--- config.mk ---
export PLATFORM = sky130hd
export DESIGN_NAME = pc_next_unit_flat
export DESIGN_NICKNAME = d
export VERILOG_FILES = /design/src/rtl/pc_next_unit_pkg.sv /design/src/rtl/pc_next_unit_if.sv /design/src/rtl/pc_next_unit_target_calc.sv /design/src/rtl/pc_next_unit.sv /design/src/flat_wrapper.sv
export SDC_FILE = /design/constraint.sdc
export NUM_CORES = 1
export LEC_CHECK = 0
export ABC_AREA = 1
export CORE_ASPECT_RATIO = 1.1
export CORE_MARGIN = 3
export CORE_UTILIZATION = 25
export DETAILED_ROUTE_END_ITERATION = 10
export HOLD_SLACK_MARGIN = 0.08
export PLACE_DENSITY = 0.46
export SYNTH_ARGS = -nofsm -noshare
export SYNTH_HDL_FRONTEND = slang
export SYNTH_SLANG_ARGS = --single-unit
--- constraint.sdc ---
create_clock -name clk -period 5.6 [get_ports clk]
set_input_delay 1.4 -clock clk [delete_from_list [all_inputs] [get_ports clk]]
set_output_delay 1.4 -clock clk [all_outputs]
set_load 0.01 [all_outputs]
--- src/rtl/pc_next_unit_pkg.sv ---
// Shared types and constants for the fetch-stage next-PC unit.
// Imported by the target calculator and the top level.
package pc_pkg;

  typedef enum logic [2:0] {
    PC_SEQ,
    PC_BR,
    PC_J,
    PC_JR,
    PC_EXC,
    PC_PEND
  } pc_sel_e;

  typedef enum logic {
    RUN,
    HELD
  } pc_state_e;

  localparam int PC_INCR = 4;

endpackage

--- src/rtl/pc_next_unit_if.sv ---
// Fetch-control bundle between decode/trap logic and the PC unit.
// The master side drives redirect requests; the slave side owns the PC.
interface pc_next_unit_if #(
  parameter int XLEN = 32
);

  logic            stall;
  logic            branch;
  logic            branch_ne;
  logic            zero;
  logic [XLEN-1:0] imm_ext;
  logic            jump;
  logic [25:0]     jump_target;
  logic            jump_reg;
  logic [XLEN-1:0] rs_value;
  logic            exception;
  logic [XLEN-1:0] pc;
  logic [XLEN-1:0] pc_plus_4;
  logic [XLEN-1:0] epc;
  logic            redirect_taken;
  logic            pending;

  modport master (
    output stall, branch, branch_ne, zero,
    output imm_ext, jump, jump_target,
    output jump_reg, rs_value, exception,
    input  pc, pc_plus_4, epc,
    input  redirect_taken, pending
  );

  modport slave (
    input  stall, branch, branch_ne, zero,
    input  imm_ext, jump, jump_target,
    input  jump_reg, rs_value, exception,
    output pc, pc_plus_4, epc,
    output redirect_taken, pending
  );

endinterface

--- src/rtl/pc_next_unit_target_calc.sv ---
// Combinational branch/jump/JR target arithmetic.
// All sums wrap modulo 2^XLEN.
module pc_target_calc
  import pc_pkg::*;
#(
  parameter int XLEN = 32
) (
  input  logic [XLEN-1:0] pc_i,
  input  logic [XLEN-1:0] imm_ext_i,
  input  logic [XLEN-1:0] rs_value_i,
  input  logic [25:0]     jump_target_i,
  input  logic            branch_i,
  input  logic            branch_ne_i,
  input  logic            zero_i,
  output logic [XLEN-1:0] pc_plus_4_o,
  output logic [XLEN-1:0] br_tgt_o,
  output logic [XLEN-1:0] j_tgt_o,
  output logic [XLEN-1:0] jr_tgt_o,
  output logic            br_taken_o
);

  localparam logic [XLEN-1:0] WORD_MASK =
    {{(XLEN-2){1'b1}}, 2'b00};

  assign pc_plus_4_o = pc_i + XLEN'(PC_INCR);
  assign br_tgt_o    = pc_plus_4_o + (imm_ext_i << 2);
  assign j_tgt_o     = {pc_plus_4_o[XLEN-1:28],
                        jump_target_i, 2'b00};
  assign jr_tgt_o    = rs_value_i & WORD_MASK;
  assign br_taken_o  = branch_i & (zero_i ^ branch_ne_i);

endmodule

--- src/rtl/pc_next_unit.sv ---
// PC register with next-PC priority mux and stall-time
// redirect buffering; exceptions override everything.
module pc_next_unit
  import pc_pkg::*;
#(
  parameter int              XLEN         = 32,
  parameter logic [XLEN-1:0] RESET_VECTOR = '0,
  parameter logic [XLEN-1:0] EXC_VECTOR   = 'h180
) (
  input logic          clk,
  input logic          rst,
  pc_next_unit_if.slave bus
);

  logic [XLEN-1:0] pc_q, pc_d;
  logic [XLEN-1:0] epc_q, epc_d;
  logic [XLEN-1:0] tgt_q, tgt_d;
  logic            pend_q, pend_d;
  logic            rt_q, rt_d;
  pc_state_e       st_q, st_d;

  logic [XLEN-1:0] pp4, br_tgt, j_tgt, jr_tgt;
  logic [XLEN-1:0] sel_tgt;
  logic            br_taken;
  pc_sel_e         sel;

  pc_target_calc #(
    .XLEN(XLEN)
  ) u_calc (
    .pc_i          (pc_q),
    .imm_ext_i     (bus.imm_ext),
    .rs_value_i    (bus.rs_value),
    .jump_target_i (bus.jump_target),
    .branch_i      (bus.branch),
    .branch_ne_i   (bus.branch_ne),
    .zero_i        (bus.zero),
    .pc_plus_4_o   (pp4),
    .br_tgt_o      (br_tgt),
    .j_tgt_o       (j_tgt),
    .jr_tgt_o      (jr_tgt),
    .br_taken_o    (br_taken)
  );

  // While HELD the buffered redirect masks all new requests.
  always_comb begin
    sel = PC_SEQ;
    if (bus.exception)       sel = PC_EXC;
    else if (st_q == HELD)   sel = PC_PEND;
    else if (bus.jump_reg)   sel = PC_JR;
    else if (bus.jump)       sel = PC_J;
    else if (br_taken)       sel = PC_BR;
  end

  always_comb begin
    sel_tgt = pp4;
    unique case (sel)
      PC_SEQ:  sel_tgt = pp4;
      PC_BR:   sel_tgt = br_tgt;
      PC_J:    sel_tgt = j_tgt;
      PC_JR:   sel_tgt = jr_tgt;
      PC_EXC:  sel_tgt = EXC_VECTOR;
      PC_PEND: sel_tgt = tgt_q;
      default: sel_tgt = pp4;
    endcase
  end

  always_comb begin
    pc_d   = pc_q;
    epc_d  = epc_q;
    tgt_d  = tgt_q;
    pend_d = pend_q;
    st_d   = st_q;
    rt_d   = 1'b0;
    unique case (1'b1)
      bus.exception: begin
        pc_d   = EXC_VECTOR;
        epc_d  = pc_q;
        pend_d = 1'b0;
        st_d   = RUN;
        rt_d   = 1'b1;
      end
      !bus.exception && !bus.stall: begin
        pc_d = sel_tgt;
        rt_d = (sel != PC_SEQ);
        if (st_q == HELD) begin
          pend_d = 1'b0;
          st_d   = RUN;
        end
      end
      !bus.exception && bus.stall &&
      (st_q == RUN) && (sel != PC_SEQ): begin
        tgt_d  = sel_tgt;
        pend_d = 1'b1;
        st_d   = HELD;
      end
      default: ;
    endcase
  end

  always_ff @(posedge clk or posedge rst) begin
    if (rst) begin
      pc_q   <= RESET_VECTOR;
      epc_q  <= '0;
      tgt_q  <= '0;
      pend_q <= 1'b0;
      rt_q   <= 1'b0;
      st_q   <= RUN;
    end else begin
      pc_q   <= pc_d;
      epc_q  <= epc_d;
      tgt_q  <= tgt_d;
      pend_q <= pend_d;
      rt_q   <= rt_d;
      st_q   <= st_d;
    end
  end

  assign bus.pc             = pc_q;
  assign bus.pc_plus_4      = pp4;
  assign bus.epc            = epc_q;
  assign bus.redirect_taken = rt_q;
  assign bus.pending        = pend_q;

endmodule

--- src/flat_wrapper.sv ---
// flat-port wrapper written by rule: the top's interface ports become plain ports
module pc_next_unit_flat import pc_pkg::*;
#(
  parameter int              XLEN         = 32,
  parameter logic [XLEN-1:0] RESET_VECTOR = '0,
  parameter logic [XLEN-1:0] EXC_VECTOR   = 'h180
)
  (clk, rst, bus_stall, bus_branch, bus_branch_ne, bus_zero, bus_imm_ext, bus_jump, bus_jump_target, bus_jump_reg, bus_rs_value, bus_exception, bus_pc, bus_pc_plus_4, bus_epc, bus_redirect_taken, bus_pending);
  pc_next_unit_if #(.XLEN(XLEN)) bus_i ();
  input logic clk;
  input logic rst;
  input wire logic [$bits(bus_i.stall)-1:0] bus_stall;
  input wire logic [$bits(bus_i.branch)-1:0] bus_branch;
  input wire logic [$bits(bus_i.branch_ne)-1:0] bus_branch_ne;
  input wire logic [$bits(bus_i.zero)-1:0] bus_zero;
  input wire logic [$bits(bus_i.imm_ext)-1:0] bus_imm_ext;
  input wire logic [$bits(bus_i.jump)-1:0] bus_jump;
  input wire logic [$bits(bus_i.jump_target)-1:0] bus_jump_target;
  input wire logic [$bits(bus_i.jump_reg)-1:0] bus_jump_reg;
  input wire logic [$bits(bus_i.rs_value)-1:0] bus_rs_value;
  input wire logic [$bits(bus_i.exception)-1:0] bus_exception;
  output wire logic [$bits(bus_i.pc)-1:0] bus_pc;
  output wire logic [$bits(bus_i.pc_plus_4)-1:0] bus_pc_plus_4;
  output wire logic [$bits(bus_i.epc)-1:0] bus_epc;
  output wire logic [$bits(bus_i.redirect_taken)-1:0] bus_redirect_taken;
  output wire logic [$bits(bus_i.pending)-1:0] bus_pending;
  assign bus_i.stall = bus_stall;
  assign bus_i.branch = bus_branch;
  assign bus_i.branch_ne = bus_branch_ne;
  assign bus_i.zero = bus_zero;
  assign bus_i.imm_ext = bus_imm_ext;
  assign bus_i.jump = bus_jump;
  assign bus_i.jump_target = bus_jump_target;
  assign bus_i.jump_reg = bus_jump_reg;
  assign bus_i.rs_value = bus_rs_value;
  assign bus_i.exception = bus_exception;
  assign bus_pc = bus_i.pc;
  assign bus_pc_plus_4 = bus_i.pc_plus_4;
  assign bus_epc = bus_i.epc;
  assign bus_redirect_taken = bus_i.redirect_taken;
  assign bus_pending = bus_i.pending;
  pc_next_unit #(.XLEN(XLEN), .RESET_VECTOR(RESET_VECTOR), .EXC_VECTOR(EXC_VECTOR)) u_core (.clk(clk), .rst(rst), .bus(bus_i));
endmodule
==> metrics.md, run 1 <==
| Metric | Value |
|---|---|
| Worst R2R Setup Slack | 1.82 ns |
| Startpoint types | register |
| Critical Path, Cell by Cell | ha_1, nand2_1, nor2_2, nand2_1, nor2_1, nand4_1, xor2_1, clkdlybuf4s50_1 |
| Clk_skew | 0.0148 ns |
| Area grow syn2layout | 34.2% |
| Setup_tns | 0 ns |
| Hold path startpoint | u_core.bus.epc[3] |
| Chip width | 174 um |
| Worst Tran Pin Value | 0.977 ns |
| Cell variety after synth | 44 |
| Clock tree root buffer cell | clkbuf_16 |
| Worst vdd ir | 0.150 mV |
| RSZ-0062 raised after global routing | no |
| Vias post-DR | 8370 |
| Yosys warns | 0 |
| EDFF count, synth | 0 |
| Post-DR wirelength/cell | 18.4 um |
| Core Rows | 67 |
| Max Root-Sink Buffers | 2 |
| Setup bufs post-CTS | 0 |
| PwrDens | 202 nW/um2 |
| First-pass GRT wire length | 50.6 mm |
| Grt total ovfl | 0 |
| Post-DP HPWL | 27.6 mm |
| Crit end category | output pin |
| Global placement routability congestion | 0.925 |
| R2r startpoint | u_core.bus.pc[14] |
| Worst hold path class | reg2reg |
| Final #Nets | 1558 |
| Htree depth | 3 |
| Crit share post-route | 0.774 |
| CTS sink cnt | 99 |
| Pin count of the biggest net entering global routing | 75 |
| I/O pins | 197 |
| Status | finished, final reports clean |
| Cell Area, Synth | 7800 um2 |
| DRT iter0 DRCs | 618 |
| Die height | 191 um |
| Die area | 33400 um2 |
| # DRC | 0 |
| Bufs and invs on worst path | 1 |
| Hold_buf cts | 0 |
| Hold Fails Final Rpt | 0 |
| Setup violators final | 0 |
| Slew headroom | 0.349 |
| Post-synthesis sequential area ratio | 0.317 |
| Worst skew pair latency | 0.37 ns |
| CP max FO | 6 |
| Ys flop type | dfrtp_1 |
| Critical Path Most Common Cell | nand2_1 |
| R2r endpoint | u_core.tgt_q[22] |
| Worst-path clk slew | 0.07 ns |
| Detailed Routing Iterations Pass 1 | 5 |
| DP Cell Count | 1826 |
| CP top delay family | simple AND/OR/NAND/NOR gates |
| Initial core utilization | 0.255 |
| Critical Path RT | 4.20 ns |
| Port Buf Inserts | 192 |
| Post-synthesis area per instance | 6.28 um2 |
| Hold Path End | u_core.bus.epc[3] |
| DRT Wirelength | 33.9 mm |
| Sequential cell area | 2480 um2 |
| WS Path Type | reg2out |
| Final Non-Filler Cells | 1843 |
| Total track usage | 0.201 |
| CTS Buf Count | 9 |
| CP max-delay cell | clkdlybuf4s50_1 |
| Leak | 5.26 nW |
| Peak Freq | 0.231 GHz |
| Multi-input logic area | 4530 um2 |
| Antenna Nets Post-Route | 0 |
| Layout cells sized above 1 | 0.0526 |
| Post-Synthesis Cells | 1243 |
| Post-synthesis register bit count | 99 |
| Hold Path Stages | 2 |
| Fillers | 3405 |
| Async set-or-reset flop fraction in the synthesized netlist | 1.00 |
| Net count after synthesis | 1378 |
| CP peak stage delay | 0.66 ns |
| Crit path DAT | 2.93 ns |
| Final Slew Violations | 0 |
| Worst R2R Path Depth | 16 |
| CTS tree | done |
| Final min period | 4.33 ns |
| Max-cap violations | 0 |
| Antenna violations before repair | 2 |
| Number of global-route vias before repair | 8434 |
| Core Area | 30600 um2 |
| CTS resizes | 0 |
| Vias/cell | 4.54 |
-- layer usage --
layer | vias to the layer above | global-route usage | part of all wire
met2 | 233 | 0.347 | 0.48
met5 | - | 0 | 0
met3 | 41 | 0.0266 | 0.049
met4 | 0 | 0.0650 | 0.025
met1 | 3840 | 0.260 | 0.45
li1 | 4256 | - | -
-- Yosys cell counts (all sizes together) (2+ instances only) --
| master | n | area, um2 |
|---|---|---|
| a21oi | 50 | 250 |
| and3 | 2 | 12.5 |
| buf | 21 | 121 |
| clkbuf | 10 | 37.5 |
| dfrtp | 99 | 2480 |
| ha | 35 | 438 |
| inv | 169 | 634 |
| nand2 | 525 | 2000 |
| nand3 | 92 | 475 |
| nand3b | 5 | 37.5 |
| nand4 | 20 | 131 |
| nor2 | 94 | 425 |
| nor3 | 11 | 60.1 |
| nor4 | 3 | 25.0 |
| o21ai | 64 | 320 |
| o21bai | 5 | 37.5 |
| o22ai | 2 | 12.5 |
| or2 | 6 | 37.5 |
| xnor2 | 2 | 25.0 |
| xor2 | 18 | 158 |
-- area by class of cell --
type | instances | area share
Antenna cell | 2 | 0.000478
Clock buffer | 11 | 0.0232
Clock inverter | 4 | 0.00717
Inverter | 170 | 0.0612
Multi-Input combinational cell | 943 | 0.433
Sequential cell | 99 | 0.237
Tap cell | 414 | 0.0495
Timing Repair Buffer | 200 | 0.189
-- through the flow --
step	power [mW]	instance area [um2]	setup WS (ns)	util	hold slack (ns)
floorplan	1.13	7800	1.61	-	0.449
global placement	1.42	10100	1.37	0.332	0.457
detailed placement	1.43	10100	1.29	0.332	0.460
CTS	2.14	10500	1.21	0.342	0.476
global route	2.22	10500	1.08	0.342	0.491
finish	2.11	10500	1.27	0.342	0.472
-- cell families after synthesis --
kind of cell               count (synthesis)  share of synthesized area
DFF                                       99                      0.317
buffers and inverters                    201                      0.102
xor gates and xnor gates                  20                     0.0234
AOI/OAI and AO/OA                        127                     0.0851
adders and majority gates                 36                     0.0587
and+or+nand+nor                          760                      0.413
-- worst min-delay path: cells and delay by family (launching register included) --
family,cells,cell delay (ns)
flops,1,0.34
simple gates,2,0.10
-- cells in the final DEF (no fill, tap or decap), types with 2 or more instances in the layout --
| master | Yosys | final |
|---|---|---|
| nand2_1 | 515 | 515 |
| clkdlybuf4s50_1 | 0 | 192 |
| inv_1 | 153 | 152 |
| dfrtp_1 | 99 | 99 |
| nand3_1 | 89 | 89 |
| nor2_1 | 82 | 82 |
| o21ai_0 | 59 | 59 |
| a21oi_1 | 50 | 50 |
| ha_1 | 35 | 35 |
| nand4_1 | 19 | 19 |
| xor2_1 | 18 | 18 |
| inv_2 | 16 | 16 |
| nor3_1 | 10 | 10 |
| nand2_2 | 9 | 9 |
| clkbuf_16 | 0 | 9 |
| buf_4 | 7 | 8 |
| nor2_2 | 7 | 7 |
| or2_2 | 6 | 6 |
| o21ai_1 | 5 | 5 |
| o21bai_1 | 5 | 5 |
| nand3b_1 | 5 | 5 |
| nor2_4 | 3 | 3 |
| nand3_2 | 3 | 3 |
| diode_2 | 0 | 2 |
| nor2_8 | 2 | 2 |
| and3_1 | 2 | 2 |
| nor4_1 | 2 | 2 |
| o22ai_1 | 2 | 2 |
| bufinv_16 | 0 | 2 |
| clkinvlp_4 | 0 | 2 |
-- power by group --
group	switching (mW)	total (mW)	internal, mW
clock network	0.300	0.702	0.402
logic	0.354	0.591	0.237
registers	0.0457	0.821	0.775
total	0.700	2.11	1.41
-- how the worst max path moves through the flow --
stage                           startpoint           endpoint  cells after the start
after floorplan                        rst  u_core.bus.epc[0]                      1
after global placement       bus_exception   u_core.tgt_q[19]                     13
after detailed placement     bus_exception   u_core.tgt_q[22]                     11
after CTS                 u_core.bus.pc[3]  bus_pc_plus_4[22]                      8
after global routing      u_core.bus.pc[3]  bus_pc_plus_4[22]                      8
final                     u_core.bus.pc[3]  bus_pc_plus_4[22]                      8
-- state kept, by name, summed over array words and instances (netlist names) --
name                       flops
u_core.bus.epc                32
u_core.bus.pc                 32
u_core.tgt_q                  32
u_core.bus.pending             1
u_core.bus.redirect_taken      1
u_core.st_q                    1
Note: power is estimated with default switching activity, not from simulation.
==> inputs of run 2 (changes only) <==
Settings changed: PLACE_DENSITY 0.46 to 0.48.
Clock period 5.6 ns to 3.9 ns, I/O delays scaled along.
==> run 2 against run 1 <==
Against the previous run:
- clock power up 25%
- final cell count up 1.2%
- critical path depth up 1
- first-iteration DRC count down 14%
- core utilization up 0.50 points
- die area unchanged
- total power up 38%
- worst setup slack worse by 1.1 ns
- global-route usage up 0.36 points
- highest routed layer unchanged
==> metrics.md, run 2 (same netlist as run 1, synthesis figures left out) <==
| Metric | Value |
|---|---|
| Status | finished, final reports clean |
| Setup WS post-layout | 0.190 ns |
| PwrDens | 275 nW/um2 |
| # DRC | 0 |
| Pin count of the biggest net entering global routing | 60 |
| Critical Path Most Common Cell | nand2_1 |
| First-pass GRT wire length | 51.1 mm |
| CTS tree | done |
| Worst-path clk slew | 0.07 ns |
| Post-DP HPWL | 28.9 mm |
| CP peak stage delay | 0.58 ns |
| Core Rows | 67 |
| Grt total ovfl | 0 |
| CTS sink cnt | 99 |
| Clk_skew | 0.0133 ns |
| Leading cell type in the layout, fill and taps excluded | nand2_1 |
| Final #Nets | 1581 |
| Diodes inserted | 0 |
| Worst skew pair latency | 0.37 ns |
| Worst hold path class | reg2reg |
| Core Area | 30600 um2 |
| Crit path DAT | 2.73 ns |
| CTS resizes | 2 |
| Chip width | 174 um |
| DRT iter0 DRCs | 533 |
| Pwr Total | 2.92 mW |
| Slew headroom | 0.564 |
| Peak Freq | 0.270 GHz |
| Critical Path, Cell by Cell | ha_1, nand2_1, nor2_2, buf_4, nand3_2, o31ai_4, nand2_1, inv_1, clkdlybuf4s50_1 |
| Startpoint types | register |
| Setup bufs post-CTS | 0 |
| Multi-input logic area | 4560 um2 |
| Leak | 5.36 nW |
| Fillers | 3365 |
| Most frequent cells in the layout | nand2_1, clkdlybuf4s50_1, inv_1 |
| Vias/cell | 4.57 |
| RSZ-0062 raised after global routing | yes |
| DRT Wirelength | 34.6 mm |
| Crit end category | output pin |
| CP max FO | 4 |
| Worst vdd ir | 0.210 mV |
| Hold_buf cts | 0 |
| Global placement routability congestion | 0.938 |
| Final min period | 3.71 ns |
| Max-cap violations | 0 |
| Total track usage | 0.204 |
| Final Slew Violations | 0 |
| Crit share post-route | 0.951 |
| Post-DR wirelength/cell | 18.6 um |
| CP max-delay cell | clkdlybuf4s50_1 |
| Detailed Routing Iterations Pass 1 | 5 |
| Post-place setup slack | 0.245 ns |
| Antenna violations before repair | 0 |
| WS Path Type | reg2out |
| Vias post-DR | 8524 |
| Hold Fails Final Rpt | 0 |
| Max Root-Sink Buffers | 2 |
| Initial core utilization | 0.255 |
| Critical Path RT | 2.92 ns |
| Port Buf Inserts | 192 |
| Area grow syn2layout | 36.1% |
| Number of global-route vias before repair | 8282 |
| I/O pins | 197 |
| Clock tree root buffer cell | clkbuf_16 |
| Die height | 191 um |
| Setup violators final | 0 |
| Htree depth | 3 |
| Layout cells sized above 1 | 0.0717 |
| Antenna Nets Post-Route | 0 |
| Die area | 33400 um2 |
| Sequential cell area | 2480 um2 |
| CTS Buf Count | 9 |
| Worst Tran Pin Value | 0.653 ns |
## run 2: cell types whose count changed in the layout (fill, tap and decap cells not counted), moves of 2 or more
cell and change:
inv_6 +2, diode_2 -2, clkinv_2 +2, bufinv_16 -2, buf_4 +23
## run 2: path summary, 6_finish.rpt
kind / start / to / slack (ns) / depth (start not counted)
worst min register to register: u_core.bus.epc[3] / u_core.bus.epc[3] / 0.47 / 2
max in group asynchronous: rst / u_core.bus.epc[24] / 2.05 / 3
worst max register to register: u_core.bus.pc[4] / u_core.bus.pc[22] / 0.29 / 18
min in group asynchronous: rst / u_core.bus.epc[1] / 1.01 / 2
worst min-delay path: u_core.bus.epc[3] / u_core.bus.epc[3] / 0.47 / 2
worst max-delay path: u_core.bus.pc[2] / bus_pc_plus_4[30] / 0.19 / 9
## run 2: critical path, delay by kind of cell, from the launching register on
kind                       cells  cell delay [ns]
buffers and inverters          3             0.94
and+or+nand+nor                4             0.50
DFF                            1             0.43
AOI/OAI and AO/OA              1             0.31
adders and majority gates      1             0.20
## run 2: routing by layer
layer  vias to the layer above  routed length [um]  GRT usage
met1                      3967               15500      0.265
met2                       225               16600      0.350
met3                        37                1520     0.0296
met4                         0                 971     0.0671
met5                         -                   0          0
li1                       4295                   -          -
## run 2: per-stage QoR
| stage | instance area [um2] | std cells | utilization | TNS, ns | hold WS, ns |
|---|---|---|---|---|---|
| after global placement | 10300 | 1849 | 0.337 | 0 | 0.454 |
| after CTS | 10600 | 1865 | 0.347 | 0 | 0.478 |
| final | 10600 | 1865 | 0.347 | 0 | 0.471 |
| after floorplan | 7800 | 1243 | - | 0 | 0.449 |
| after detailed placement | 10300 | 1849 | 0.337 | 0 | 0.460 |
| after global routing | 10600 | 1865 | 0.347 | -0.00944 | 0.498 |
## run 2: final cells by class
cell class	instances	area share
Clock buffer	9	0.0212
Inverter	170	0.0603
Timing Repair Buffer	223	0.203
Tap cell	414	0.0488
Multi-Input combinational cell	943	0.429
Clock inverter	7	0.00483
Sequential cell	99	0.233
## run 2: power by group
| group | internal (mW) | total [mW] | switching, mW |
|---|---|---|---|
| clock | 0.437 | 0.874 | 0.437 |
| sequential | 1.11 | 1.18 | 0.0652 |
| combinational | 0.354 | 0.871 | 0.517 |
| total | 1.90 | 2.92 | 1.02 |
